`config.mk`:
```
export PLATFORM = sky130hd
export DESIGN_NAME = axi_m_burst_flat
export DESIGN_NICKNAME = d
export VERILOG_FILES = /design/src/rtl/axi_pkg.sv /design/src/rtl/axi_m_burst_if.sv /design/src/rtl/axi_m_beat_cnt.sv /design/src/rtl/axi_m_burst.sv /design/src/flat_wrapper.sv
export SDC_FILE = /design/constraint.sdc
export NUM_CORES = 1
export LEC_CHECK = 0
export CORE_AREA = 4 4 216 218
export DETAILED_ROUTE_END_ITERATION = 10
export DIE_AREA = 0 0 220 222
export PLACE_DENSITY = 0.7
export SYNTH_ARGS = -nofsm -noshare
export SYNTH_HDL_FRONTEND = slang
export SYNTH_SLANG_ARGS = --single-unit
```
`constraint.sdc`:
```
create_clock -name M_AXI_ACLK -period 5.2 [get_ports M_AXI_ACLK]
set_input_delay 0.78 -clock M_AXI_ACLK [delete_from_list [all_inputs] [get_ports M_AXI_ACLK]]
set_output_delay 0.78 -clock M_AXI_ACLK [all_outputs]
set_load 0.05 [all_outputs]
```
`src/rtl/axi_pkg.sv`:
```
// Shared AXI encodings and the burst-master state type.
package axi_pkg;

   localparam logic [1:0] RESP_OKAY   = 2'b00;
   localparam logic [1:0] RESP_EXOKAY = 2'b01;
   localparam logic [1:0] RESP_SLVERR = 2'b10;
   localparam logic [1:0] RESP_DECERR = 2'b11;

   localparam logic [1:0] BURST_FIXED = 2'b00;
   localparam logic [1:0] BURST_INCR  = 2'b01;
   localparam logic [1:0] BURST_WRAP  = 2'b10;

   typedef enum logic [2:0] {
      ST_IDLE  = 3'd0,
      ST_WR    = 3'd1,
      ST_WRESP = 3'd2,
      ST_RADDR = 3'd3,
      ST_RDATA = 3'd4
   } state_e;

   function automatic int cnt_w(input int beats);
      return (beats > 1) ? $clog2(beats) : 1;
   endfunction

endpackage

```
`src/rtl/axi_m_burst_if.sv`:
```
// AXI4 five-channel bundle seen from a burst master.
interface axi_m_burst_if #(
   parameter int ADDR_W = 32,
   parameter int DATA_W = 32,
   parameter int ID_W   = 1
);
   logic [ID_W-1:0]     awid;
   logic [ADDR_W-1:0]   awaddr;
   logic [7:0]          awlen;
   logic [2:0]          awsize;
   logic [1:0]          awburst;
   logic                awvalid;
   logic                awready;
   logic [DATA_W-1:0]   wdata;
   logic [DATA_W/8-1:0] wstrb;
   logic                wlast;
   logic                wvalid;
   logic                wready;
   logic [ID_W-1:0]     bid;
   logic [1:0]          bresp;
   logic                bvalid;
   logic                bready;
   logic [ID_W-1:0]     arid;
   logic [ADDR_W-1:0]   araddr;
   logic [7:0]          arlen;
   logic [2:0]          arsize;
   logic [1:0]          arburst;
   logic                arvalid;
   logic                arready;
   logic [ID_W-1:0]     rid;
   logic [DATA_W-1:0]   rdata;
   logic [1:0]          rresp;
   logic                rlast;
   logic                rvalid;
   logic                rready;

   modport master (
      output awid, awaddr, awlen, awsize, awburst, awvalid, input awready,
      output wdata, wstrb, wlast, wvalid, input wready,
      input  bid, bresp, bvalid, output bready,
      output arid, araddr, arlen, arsize, arburst, arvalid, input arready,
      input  rid, rdata, rresp, rlast, rvalid, output rready
   );

   modport slave (
      input  awid, awaddr, awlen, awsize, awburst, awvalid, output awready,
      input  wdata, wstrb, wlast, wvalid, output wready,
      output bid, bresp, bvalid, input bready,
      input  arid, araddr, arlen, arsize, arburst, arvalid, output arready,
      output rid, rdata, rresp, rlast, rvalid, input rready
   );
endinterface

```
`src/rtl/axi_m_beat_cnt.sv`:
```
// Beat counter shared by the W and R data phases; saturates on the last beat.
module axi_m_beat_cnt
   import axi_pkg::*;
#(
   parameter int BEATS = 4,
   parameter int CNT_W = cnt_w(BEATS)
) (
   input  logic             clk,
   input  logic             rst_n,
   input  logic             clr,
   input  logic             inc,
   output logic [CNT_W-1:0] cnt,
   output logic             last
);
   logic [CNT_W-1:0] cnt_q, cnt_d;

   assign last = (cnt_q == CNT_W'(BEATS - 1));
   assign cnt  = cnt_q;

   always_comb begin
      cnt_d = cnt_q;
      if (clr)
         cnt_d = '0;
      else if (inc && !last)
         cnt_d = cnt_q + CNT_W'(1);
   end

   always_ff @(posedge clk or negedge rst_n) begin
      if (!rst_n) cnt_q <= '0;
      else        cnt_q <= cnt_d;
   end
endmodule

```
`src/rtl/axi_m_burst.sv`:
```
// Cache-line AXI4 burst master: one line read or write in flight at a time.
module axi_m_burst
   import axi_pkg::*;
#(
   parameter int ADDR_W = 32,
   parameter int DATA_W = 32,
   parameter int LINE_W = 128,
   parameter int ID_W   = 1,
   parameter int AXI_ID = 0
) (
   input  logic              M_AXI_ACLK,
   input  logic              M_AXI_ARESETN,
   input  logic              req_valid,
   output logic              req_ready,
   input  logic              req_write,
   input  logic [ADDR_W-1:0] req_addr,
   input  logic [LINE_W-1:0] req_wdata,
   output logic              rsp_valid,
   output logic              rsp_write,
   output logic              rsp_err,
   output logic [LINE_W-1:0] rsp_rdata,
   axi_m_burst_if.master     m_axi
);
   localparam int BEATS    = LINE_W / DATA_W;
   localparam int CNT_W    = cnt_w(BEATS);
   localparam int LINE_OFF = $clog2(LINE_W / 8);
   localparam int AXSIZE   = $clog2(DATA_W / 8);

   state_e            state_q, state_d;
   logic [ADDR_W-1:0] addr_q, addr_d;
   logic              awvalid_q, awvalid_d, wvalid_q, wvalid_d, arvalid_q, arvalid_d;
   logic              aw_done_q, aw_done_d, w_done_q, w_done_d;
   logic              rovr_q, rovr_d, err_q, err_d;
   logic              rsp_valid_q, rsp_valid_d, rsp_write_q, rsp_write_d, rsp_err_q, rsp_err_d;
   logic [LINE_W-1:0] rsp_rdata_q, rsp_rdata_d, wline_q, wline_d, rline_q, rline_d;
   logic              aw_hs, w_hs, r_hs, w_last_hs, beat_err, cnt_clr;
   logic [CNT_W-1:0]  beat_cnt;
   logic              beat_last;

   wire unused_ok = &{1'b0, m_axi.bid, m_axi.rid, req_addr[LINE_OFF-1:0]};

   assign aw_hs     = awvalid_q && m_axi.awready;
   assign w_hs      = wvalid_q && m_axi.wready;
   assign r_hs      = (state_q == ST_RDATA) && m_axi.rvalid;
   assign w_last_hs = w_hs && beat_last;

   axi_m_beat_cnt #(.BEATS(BEATS), .CNT_W(CNT_W)) u_beat_cnt (
      .clk   (M_AXI_ACLK),
      .rst_n (M_AXI_ARESETN),
      .clr   (cnt_clr),
      .inc   (w_hs || r_hs),
      .cnt   (beat_cnt),
      .last  (beat_last)
   );

   always_comb begin
      state_d     = state_q;
      addr_d      = addr_q;
      awvalid_d   = awvalid_q;
      wvalid_d    = wvalid_q;
      arvalid_d   = arvalid_q;
      aw_done_d   = aw_done_q;
      w_done_d    = w_done_q;
      rovr_d      = rovr_q;
      err_d       = err_q;
      rsp_valid_d = 1'b0;
      rsp_write_d = rsp_write_q;
      rsp_err_d   = 1'b0;
      rsp_rdata_d = rsp_rdata_q;
      wline_d     = wline_q;
      rline_d     = rline_q;
      beat_err    = 1'b0;
      cnt_clr     = 1'b0;
      unique case (state_q)
         ST_IDLE: if (req_valid) begin
            cnt_clr   = 1'b1;
            addr_d    = {req_addr[ADDR_W-1:LINE_OFF], {LINE_OFF{1'b0}}};
            aw_done_d = 1'b0;
            w_done_d  = 1'b0;
            rovr_d    = 1'b0;
            err_d     = 1'b0;
            if (req_write) begin
               wline_d   = req_wdata;
               awvalid_d = 1'b1;
               wvalid_d  = 1'b1;
               state_d   = ST_WR;
            end else begin
               arvalid_d = 1'b1;
               state_d   = ST_RADDR;
            end
         end
         ST_WR: begin
            if (aw_hs) begin
               awvalid_d = 1'b0;
               aw_done_d = 1'b1;
            end
            if (w_last_hs) begin
               wvalid_d = 1'b0;
               w_done_d = 1'b1;
            end
            if ((aw_done_q || aw_hs) && (w_done_q || w_last_hs))
               state_d = ST_WRESP;
         end
         ST_WRESP: if (m_axi.bvalid) begin
            rsp_valid_d = 1'b1;
            rsp_write_d = 1'b1;
            rsp_err_d   = (m_axi.bresp != RESP_OKAY);
            state_d     = ST_IDLE;
         end
         ST_RADDR: if (m_axi.arready) begin
            arvalid_d = 1'b0;
            state_d   = ST_RDATA;
         end
         ST_RDATA: if (m_axi.rvalid) begin
            // Once the burst has overrun the line, beats are only drained until RLAST.
            if (!rovr_q)
               rline_d[int'(beat_cnt) * DATA_W +: DATA_W] = m_axi.rdata;
            beat_err = (m_axi.rresp != RESP_OKAY) ||
                       (!rovr_q && (m_axi.rlast != beat_last));
            if (beat_last && !m_axi.rlast)
               rovr_d = 1'b1;
            if (m_axi.rlast) begin
               rsp_valid_d = 1'b1;
               rsp_write_d = 1'b0;
               rsp_err_d   = err_q || beat_err;
               rsp_rdata_d = rline_d;
               state_d     = ST_IDLE;
            end else begin
               err_d = err_q || beat_err;
            end
         end
         default: state_d = ST_IDLE;
      endcase
   end

   always_ff @(posedge M_AXI_ACLK or negedge M_AXI_ARESETN) begin
      if (!M_AXI_ARESETN) begin
         state_q     <= ST_IDLE;
         addr_q      <= '0;
         awvalid_q   <= 1'b0;
         wvalid_q    <= 1'b0;
         arvalid_q   <= 1'b0;
         aw_done_q   <= 1'b0;
         w_done_q    <= 1'b0;
         rovr_q      <= 1'b0;
         err_q       <= 1'b0;
         rsp_valid_q <= 1'b0;
         rsp_write_q <= 1'b0;
         rsp_err_q   <= 1'b0;
         rsp_rdata_q <= '0;
      end else begin
         state_q     <= state_d;
         addr_q      <= addr_d;
         awvalid_q   <= awvalid_d;
         wvalid_q    <= wvalid_d;
         arvalid_q   <= arvalid_d;
         aw_done_q   <= aw_done_d;
         w_done_q    <= w_done_d;
         rovr_q      <= rovr_d;
         err_q       <= err_d;
         rsp_valid_q <= rsp_valid_d;
         rsp_write_q <= rsp_write_d;
         rsp_err_q   <= rsp_err_d;
         rsp_rdata_q <= rsp_rdata_d;
      end
   end

   // Line staging buffers carry no control meaning and need no reset.
   always_ff @(posedge M_AXI_ACLK) begin
      wline_q <= wline_d;
      rline_q <= rline_d;
   end

   assign req_ready     = (state_q == ST_IDLE);
   assign rsp_valid     = rsp_valid_q;
   assign rsp_write     = rsp_write_q;
   assign rsp_err       = rsp_err_q;
   assign rsp_rdata     = rsp_rdata_q;

   assign m_axi.awid    = ID_W'(AXI_ID);
   assign m_axi.awaddr  = addr_q;
   assign m_axi.awlen   = 8'(BEATS - 1);
   assign m_axi.awsize  = 3'(AXSIZE);
   assign m_axi.awburst = BURST_INCR;
   assign m_axi.awvalid = awvalid_q;
   assign m_axi.wdata   = wline_q[int'(beat_cnt) * DATA_W +: DATA_W];
   assign m_axi.wstrb   = '1;
   assign m_axi.wlast   = wvalid_q && beat_last;
   assign m_axi.wvalid  = wvalid_q;
   assign m_axi.bready  = (state_q == ST_WRESP);
   assign m_axi.arid    = ID_W'(AXI_ID);
   assign m_axi.araddr  = addr_q;
   assign m_axi.arlen   = 8'(BEATS - 1);
   assign m_axi.arsize  = 3'(AXSIZE);
   assign m_axi.arburst = BURST_INCR;
   assign m_axi.arvalid = arvalid_q;
   assign m_axi.rready  = (state_q == ST_RDATA);
endmodule

```
`src/flat_wrapper.sv`:
```
// flat-port wrapper written by rule: the top's interface ports become plain ports
module axi_m_burst_flat import axi_pkg::*;
#(
   parameter int ADDR_W = 32,
   parameter int DATA_W = 32,
   parameter int LINE_W = 128,
   parameter int ID_W   = 1,
   parameter int AXI_ID = 0
)
  (M_AXI_ACLK, M_AXI_ARESETN, req_valid, req_ready, req_write, req_addr, req_wdata, rsp_valid, rsp_write, rsp_err, rsp_rdata, m_axi_awid, m_axi_awaddr, m_axi_awlen, m_axi_awsize, m_axi_awburst, m_axi_awvalid, m_axi_awready, m_axi_wdata, m_axi_wstrb, m_axi_wlast, m_axi_wvalid, m_axi_wready, m_axi_bid, m_axi_bresp, m_axi_bvalid, m_axi_bready, m_axi_arid, m_axi_araddr, m_axi_arlen, m_axi_arsize, m_axi_arburst, m_axi_arvalid, m_axi_arready, m_axi_rid, m_axi_rdata, m_axi_rresp, m_axi_rlast, m_axi_rvalid, m_axi_rready);
  axi_m_burst_if #(.ADDR_W(ADDR_W), .DATA_W(DATA_W), .ID_W(ID_W)) m_axi_i ();
  input  logic M_AXI_ACLK;
  input  logic M_AXI_ARESETN;
  input  logic req_valid;
  output logic req_ready;
  input  logic req_write;
  input  logic [ADDR_W-1:0] req_addr;
  input  logic [LINE_W-1:0] req_wdata;
  output logic rsp_valid;
  output logic rsp_write;
  output logic rsp_err;
  output logic [LINE_W-1:0] rsp_rdata;
  output wire logic [$bits(m_axi_i.awid)-1:0] m_axi_awid;
  output wire logic [$bits(m_axi_i.awaddr)-1:0] m_axi_awaddr;
  output wire logic [$bits(m_axi_i.awlen)-1:0] m_axi_awlen;
  output wire logic [$bits(m_axi_i.awsize)-1:0] m_axi_awsize;
  output wire logic [$bits(m_axi_i.awburst)-1:0] m_axi_awburst;
  output wire logic [$bits(m_axi_i.awvalid)-1:0] m_axi_awvalid;
  input wire logic [$bits(m_axi_i.awready)-1:0] m_axi_awready;
  output wire logic [$bits(m_axi_i.wdata)-1:0] m_axi_wdata;
  output wire logic [$bits(m_axi_i.wstrb)-1:0] m_axi_wstrb;
  output wire logic [$bits(m_axi_i.wlast)-1:0] m_axi_wlast;
  output wire logic [$bits(m_axi_i.wvalid)-1:0] m_axi_wvalid;
  input wire logic [$bits(m_axi_i.wready)-1:0] m_axi_wready;
  input wire logic [$bits(m_axi_i.bid)-1:0] m_axi_bid;
  input wire logic [$bits(m_axi_i.bresp)-1:0] m_axi_bresp;
  input wire logic [$bits(m_axi_i.bvalid)-1:0] m_axi_bvalid;
  output wire logic [$bits(m_axi_i.bready)-1:0] m_axi_bready;
  output wire logic [$bits(m_axi_i.arid)-1:0] m_axi_arid;
  output wire logic [$bits(m_axi_i.araddr)-1:0] m_axi_araddr;
  output wire logic [$bits(m_axi_i.arlen)-1:0] m_axi_arlen;
  output wire logic [$bits(m_axi_i.arsize)-1:0] m_axi_arsize;
  output wire logic [$bits(m_axi_i.arburst)-1:0] m_axi_arburst;
  output wire logic [$bits(m_axi_i.arvalid)-1:0] m_axi_arvalid;
  input wire logic [$bits(m_axi_i.arready)-1:0] m_axi_arready;
  input wire logic [$bits(m_axi_i.rid)-1:0] m_axi_rid;
  input wire logic [$bits(m_axi_i.rdata)-1:0] m_axi_rdata;
  input wire logic [$bits(m_axi_i.rresp)-1:0] m_axi_rresp;
  input wire logic [$bits(m_axi_i.rlast)-1:0] m_axi_rlast;
  input wire logic [$bits(m_axi_i.rvalid)-1:0] m_axi_rvalid;
  output wire logic [$bits(m_axi_i.rready)-1:0] m_axi_rready;
  assign m_axi_awid = m_axi_i.awid;
  assign m_axi_awaddr = m_axi_i.awaddr;
  assign m_axi_awlen = m_axi_i.awlen;
  assign m_axi_awsize = m_axi_i.awsize;
  assign m_axi_awburst = m_axi_i.awburst;
  assign m_axi_awvalid = m_axi_i.awvalid;
  assign m_axi_i.awready = m_axi_awready;
  assign m_axi_wdata = m_axi_i.wdata;
  assign m_axi_wstrb = m_axi_i.wstrb;
  assign m_axi_wlast = m_axi_i.wlast;
  assign m_axi_wvalid = m_axi_i.wvalid;
  assign m_axi_i.wready = m_axi_wready;
  assign m_axi_i.bid = m_axi_bid;
  assign m_axi_i.bresp = m_axi_bresp;
  assign m_axi_i.bvalid = m_axi_bvalid;
  assign m_axi_bready = m_axi_i.bready;
  assign m_axi_arid = m_axi_i.arid;
  assign m_axi_araddr = m_axi_i.araddr;
  assign m_axi_arlen = m_axi_i.arlen;
  assign m_axi_arsize = m_axi_i.arsize;
  assign m_axi_arburst = m_axi_i.arburst;
  assign m_axi_arvalid = m_axi_i.arvalid;
  assign m_axi_i.arready = m_axi_arready;
  assign m_axi_i.rid = m_axi_rid;
  assign m_axi_i.rdata = m_axi_rdata;
  assign m_axi_i.rresp = m_axi_rresp;
  assign m_axi_i.rlast = m_axi_rlast;
  assign m_axi_i.rvalid = m_axi_rvalid;
  assign m_axi_rready = m_axi_i.rready;
  axi_m_burst #(.ADDR_W(ADDR_W), .DATA_W(DATA_W), .LINE_W(LINE_W), .ID_W(ID_W), .AXI_ID(AXI_ID)) u_core (.M_AXI_ACLK(M_AXI_ACLK), .M_AXI_ARESETN(M_AXI_ARESETN), .req_valid(req_valid), .req_ready(req_ready), .req_write(req_write), .req_addr(req_addr), .req_wdata(req_wdata), .rsp_valid(rsp_valid), .rsp_write(rsp_write), .rsp_err(rsp_err), .rsp_rdata(rsp_rdata), .m_axi(m_axi_i));
endmodule
```
==> results of run 1 <==
==> cells by family (layout without fill, tap and decap cells) <==
family          count (synthesis)  after routing
flops                         427            427
mux                           162            162
simple gates                  223            223
other cells                     2             41
fa+ha+maj                       7              7
compound gates                149            149
buf+inv                       156            534
==> worst reg2reg max path: cells and delay by family (launching register included) <==
kind	cells	cell delay, ns
buf+inv	2	0.67
simple gates	1	0.94
fa+ha+maj	1	0.44
mux	1	0.31
flops	1	0.75
compound gates	1	0.16
==> cell type report <==
type,instances,area (um2)
fill,3734,21250
sequential,427,11970
multi-input combinational,581,5029
timing repair buffer,443,4436
clock buffer,61,1269
tap,600,750.7
clock inverter,25,168.9
inverter,5,18.77
antenna,1,2.502
==> flip-flops by register name, summed over array words and instances (netlist names) <==
register and cells:
u_core.rline_q 128, u_core.rsp_rdata 128, u_core.wline_q 128, u_core.m_axi.araddr 28
u_core.state_q 3, u_core.u_beat_cnt.cnt 2, u_core.aw_done_q 1, u_core.err_q 1
u_core.m_axi.arvalid 1, u_core.m_axi.awvalid 1, u_core.m_axi.wvalid 1, u_core.rovr_q 1
u_core.rsp_err 1, u_core.rsp_valid 1, u_core.rsp_write 1, u_core.w_done_q 1
==> metrics by stage <==
step | hold WS [ns] | setup WS [ns]
after floorplan | 0.4638 | 0.5233
after global placement | 0.4702 | 1.701
after detailed placement | 0.4751 | 1.690
after CTS | 0.2775 | 1.067
after global routing | 0.3047 | 1.001
final | 0.2349 | 1.145
==> routing by layer <==
metal | part of all wire | vias to the layer above
li1 | - | 4945
met1 | 0.39 | 5670
met2 | 0.50 | 400
met3 | 0.082 | 77
met4 | 0.027 | 0
met5 | 0 | -
==> cell usage in the layout (no fill, tap or decap), types with 3 or more instances in the layout <==
master,n
inv_1,5
nand3_1,34
dfrtp_1,169
clkbuf_1,10
clkdlybuf4s50_1,426
mux4_2,32
buf_12,3
edfxtp_1,256
o2bb2ai_1,64
buf_4,13
a21oi_1,4
a32o_1,33
conb_1,40
mux2_1,41
nand2_1,95
nand3b_1,32
o21ai_0,5
and3b_1,32
clkbuf_16,47
clkinv_2,7
clkinv_4,3
ha_1,5
nand2b_2,4
nor2_1,7
clkbuf_8,5
a22o_1,32
clkinv_1,11
mux2_2,87
==> final timing paths <==
| path | from | end | slack, ns | depth (start not counted) |
|---|---|---|---|---|
| min | M_AXI_ARESETN | u_core.rsp_rdata[17]$_DFFE_PN0P_ | 0.23 | 1 |
| max in group asynchronous | M_AXI_ARESETN | u_core.u_beat_cnt.cnt[0]$_DFFE_PN0P_ | 3.86 | 2 |
| max reg2reg | u_core.u_beat_cnt.cnt[0]$_DFFE_PN0P_ | u_core.rsp_rdata[78]$_DFFE_PN0P_ | 1.83 | 6 |
| max | u_core.u_beat_cnt.cnt[0]$_DFFE_PN0P_ | m_axi_wdata[9] | 1.15 | 3 |
| min in group M_AXI_ACLK | u_core.rsp_rdata[65]$_DFFE_PN0P_ | u_core.rsp_rdata[65]$_DFFE_PN0P_ | 0.49 | 1 |
| min reg2reg | u_core.rsp_rdata[65]$_DFFE_PN0P_ | u_core.rsp_rdata[65]$_DFFE_PN0P_ | 0.49 | 1 |
==> report_power, final <==
group	switching [mW]	internal, mW	leakage [nW]
sequential	0.501	4.46	4.58
combinational	4.74	2.42	3.70
clock	1.36	1.77	0.705
==> summary.md, run 1 <==
| Metric | Value |
|---|---|
| Design Power | `roughly 15 mW` |
| Setup violators final | `0` |
| Critical path peak fanout | `50` |
| Slowest stage delay, CP | `0.75 ns` |
| Max-slew violations | `0` |
| Worst EP required | `around 4.4 ns` |
| Clock Pin Slew Worst Setup and Hold Paths | `0.06 ns` |
| Yosys top cell by area | `edfxtp_1` |
| Post-synthesis simple-gate area fraction | `0.07077` |
| Detail Route Antenna Nets | `0` |
| Max frequency | `246.6 MHz` |
| GP Congestion | `0.8137` |
| Syn Area/Cell | `15.75 um2` |
| Clock root cell | `clkbuf_16` |
| Post-synth EDFFs | `between 200 and 300` |
| Met3 Usage GRT | `0.05948` |
| Worst min path class | `in -> async` |
| Worst Setup Path Type | `reg -> out` |
| Most frequent cells after synthesis | `256 x edfxtp_1, 171 x dfrtp_1, 95 x nand2_1` |
| WP buf/inv | `2` |
| Synthesis Warnings | `0` |
| Layout cell share with drive strength beyond 1 | `0.1427` |
| Top-Level Pins | `474` |
| PD cells | `645.3 mW/mm2` |
| Clock Sinks | `between 400 and 500` |
| Min Tclk post-route | `4.055 ns` |
| Largest net degree at the start of global routing | `131` |
| Ys async rst share | `0.4005` |
| Maxcap violations | `0` |
| Count of different cell masters after synthesis | `45` |
| Initial core utilization | `0.3950` |
| Grt total ovfl | `0` |
| Synth area leaders | `edfxtp_1 43%, dfrtp_1 24%, mux2_2 5.5%` |
| Status | `finished clean` |
| Crit path max-delay cell type | `dfrtp_4` |
| Post-CTS sizing | `0` |
| Number of global-route vias before repair | `about 12000` |
| Busiest grt layer | `met2` |
| Post-route cell area | `about 0.024 mm2` |
| Mux contribution to synthesized area | `0.1231` |
| CP cell instances | `buf_4 -> mux4_2 -> clkdlybuf4s50_1` |
| CTS Buf Count | `between 40 and 50` |
| CP delay by family, top | `buffers and inverters` |
| CTS tree | `done` |
| Post-Synth XOR/XNOR Area | `0` |
| Port bufs | `around 430` |
| Final wirelength | `about 48000 um` |
| Row Count | `78` |
| Die area | `0.04884 mm2` |
| Count leader, synth | `edfxtp_1` |
| Post-synthesis register bit count | `427` |
| First-pass GRT wire length | `72620 um` |
| Critical path startpoint category | `flip-flop` |
| Top_reg_cell synth | `edfxtp_1` |
| Post-CTS Setup Bufs | `0` |
| Slew @ Worst Pin | `1.076 ns` |
| Synth top area share | `0.4335` |
| DR vias | `11090` |
| HPWL after detailed placement | `32430 um` |
| Initial drt markers | `655` |
| Final Util | `0.5267` |
| CP Data Arrival Time | `3.27 ns` |
| Cell Area, Synth | `0.01773 mm2` |
| H-tree depth | `2` |
| Adder-cell share of the synthesized area | `0.004939` |
| Met2 Use GR | `0.3215` |
| Setup TNS | `0 ns` |
| Chip Height | `around 220 um` |
| CP endpoint kind | `output pin` |
| Post-Layout Cell Count | `2143` |
| Placed Instances | `between 2000 and 2500` |
| Routed WL per cell | `22.54 um` |
| Combinational family with the most area after synthesis | `multiplexers` |
| RSZ-0062 raised after global routing | `no` |
| Area Growth Syn to Fin | `33.34%` |
| Die width | `220 um` |
| Initial antenna violation count | `1` |
| GRT Resource Usage Total | `0.1939` |
| Nets | `around 1700` |
| CTS Hold Bufs | `0` |
| Post-DP Area | `0.02221 mm2` |
| Synth Area in Compound Gates | `0.07338` |
| VDD IR max | `404.0 uV` |
| Leak | `8.984 nW` |
| Layout Skew | `0.02768 ns` |
| Tcrit/Tclk final | `0.7798` |
| Routed vias/inst | `5.176` |
| DRC errors left | `0` |
| Clk_lat worst skew | `0.58 ns` |
| Sequential cell area fraction in the yosys report | `0.6748` |
| Post-Synthesis Cells | `1126` |
| Met1 usage | `0.2447` |
| Headroom to the max-slew limit | `0.2826` |
| Final Hold Fails | `0` |
| CTS Buffer Depth | `3` |
| Core area | `0.04489 mm2` |
| TritonRoute pass-1 iters | `6` |
No activity file was read; power rests on OpenSTA's default activity.
==> run 2: changes to the inputs <==
- clock period: 5.2 -> 4.15 ns (I/O delays scaled with it)
==> summary.md, run 2 (same netlist as run 1, synthesis figures left out) <==
| Metric | Value |
|---|---|
| Most frequent cells in the layout | `426 x clkdlybuf4s50_1, 256 x edfxtp_1, 169 x dfrtp_1` |
| Pre-CTS setup slack | `around 0.94 ns` |
| Area Growth Syn to Fin | `34.47%` |
| Slew @ Worst Pin | `0.9638 ns` |
| Tcrit/Tclk final | `0.8531` |
| DRC errors left | `0` |
| Clock Sinks | `427` |
| Routed WL per cell | `22.51 um` |
| Die width | `220 um` |
| WHS | `0.1688 ns` |
| GP Congestion | `0.8224` |
| RR Endpoint | `u_core.rsp_rdata[90]$_DFFE_PN0P_` |
| Top-Level Pins | `~470` |
| RSZ-0062 raised after global routing | `no` |
| VDD IR max | `428.3 uV` |
| Core area | `0.04489 mm2` |
| Post-CTS sizing | `0` |
| CP cell instances | `buf_12 -> mux4_2 -> clkdlybuf4s50_1` |
| Initial antenna violation count | `1` |
| CP endpoint kind | `output pin` |
| Commonest non-fill, non-tap cell in the layout | `clkdlybuf4s50_1` |
| Clk_lat worst skew | `0.58 ns` |
| Setup TNS | `0 ns` |
| Slowest stage delay, CP | `0.80 ns` |
| Post-route cell area | `0.02385 mm2` |
| Placed Instances | `between 2000 and 2500` |
| Clock root cell | `clkbuf_16` |
| Number of global-route vias before repair | `11640` |
| Grt total ovfl | `0` |
| Worst EP required | `around 3.5 ns` |
| PD cells | `just over 800 mW/mm2` |
| Layout cell share with drive strength beyond 1 | `0.1522` |
| CTS Hold Bufs | `0` |
| TritonRoute pass-1 iters | `5` |
| Nets | `1729` |
| Critical path peak fanout | `37` |
| Maxcap violations | `0` |
| Row Count | `78` |
| Final Hold Fails | `0` |
| Worst r2r src | `u_core.u_beat_cnt.cnt[0]$_DFFE_PN0P_` |
| Layout fillers | `around 3800` |
| Chip Height | `222 um` |
| Headroom to the max-slew limit | `0.3575` |
| Max frequency | `282.5 MHz` |
| HPWL after detailed placement | `32890 um` |
| Final wirelength | `48450 um` |
| Setup violators final | `0` |
| CTS tree | `done` |
| Die area | `slightly below 0.05 mm2` |
| Critical path startpoint category | `flip-flop` |
| Worst Setup Path Type | `reg -> out` |
| H-tree depth | `2` |
| Detail Route Antenna Nets | `0` |
| Design Power | `19.38 mW` |
| CP Data Arrival Time | `about 2.9 ns` |
| Largest net degree at the start of global routing | `106` |
| Layout Skew | `0.01800 ns` |
| Post-Layout Cell Count | `between 2000 and 2500` |
| Initial core utilization | `0.3950` |
| CTS Buffer Depth | `3` |
| DR vias | `~11000` |
| First-pass GRT wire length | `~73000 um` |
| Port bufs | `roughly 430` |
| Status | `finished clean` |
| GRT Resource Usage Total | `0.1959` |
| Worst min path class | `in -> async` |
| Final setup margin | `0.6097 ns` |
| CP delay by family, top | `buffers and inverters` |
| Crit path max-delay cell type | `clkdlybuf4s50_1` |
| WP buf/inv | `2` |
| Post-DP Area | `0.02234 mm2` |
| Max-slew violations | `0` |
| Min Tclk post-route | `3.540 ns` |
| Reg2Reg Setup Slack | `0.97 ns` |
| Clock Pin Slew Worst Setup and Hold Paths | `0.06 ns` |
| Initial drt markers | `634` |
| Post-CTS Setup Bufs | `0` |
| Routed vias/inst | `5.153` |
| Leak | `9.096 nW` |
| Final Util | `0.5312` |
| Reg2reg path depth | `5` |
| CTS Buf Count | `46` |
[run 2: final cells by class]
class	instances	area [um2]	share of cell area
diodes	1	2.502	0.0001049
clock buffers	57	1234	0.05174
flip-flops and latches	427	11970	0.5020
repair buffers	453	4573	0.1918
multi-input cells	581	5029	0.2109
clock inverters	28	266.5	0.01118
well taps	600	750.7	0.03148
inverters	5	18.77	0.0007871
[run 2: worst max-delay path by stage]
stage,cells after the start,end,slack [ns],from
floorplan,4,u_core.u_beat_cnt.cnt[0]$_DFFE_PN0P_,0.96,u_core.state_q[1]$_DFFE_PN0P_
global placement,5,u_core.rsp_rdata[64]$_DFFE_PN0P_,1.0,u_core.u_beat_cnt.cnt[0]$_DFFE_PN0P_
detailed placement,5,u_core.rsp_rdata[85]$_DFFE_PN0P_,0.94,u_core.u_beat_cnt.cnt[0]$_DFFE_PN0P_
CTS,3,m_axi_wdata[8],0.49,u_core.u_beat_cnt.cnt[0]$_DFFE_PN0P_
global route,3,m_axi_wdata[8],0.44,u_core.u_beat_cnt.cnt[0]$_DFFE_PN0P_
finish,3,m_axi_wdata[8],0.61,u_core.u_beat_cnt.cnt[0]$_DFFE_PN0P_
[run 2: worst register-to-register path: stages (launching register included)]
cell and delay (ns):
dfrtp_4 0.64, inv_1 0.20, ha_2 0.77, nand2b_2 0.72, o2bb2ai_1 0.39, mux2_1 0.34
[run 2: layer usage]
layer	GRT usage	vias to the layer above	routed length, um
li1	-	4964	-
met3	0.06468	69	4119
met1	0.2554	5632	19570
met4	0.05450	0	1177
met2	0.3153	424	23580
met5	0	-	0
[run 2: report_power, final]
part	internal, mW	switching, mW
Sequential	5.59	0.614
Clock	2.38	1.71
Combinational	3.07	6.01
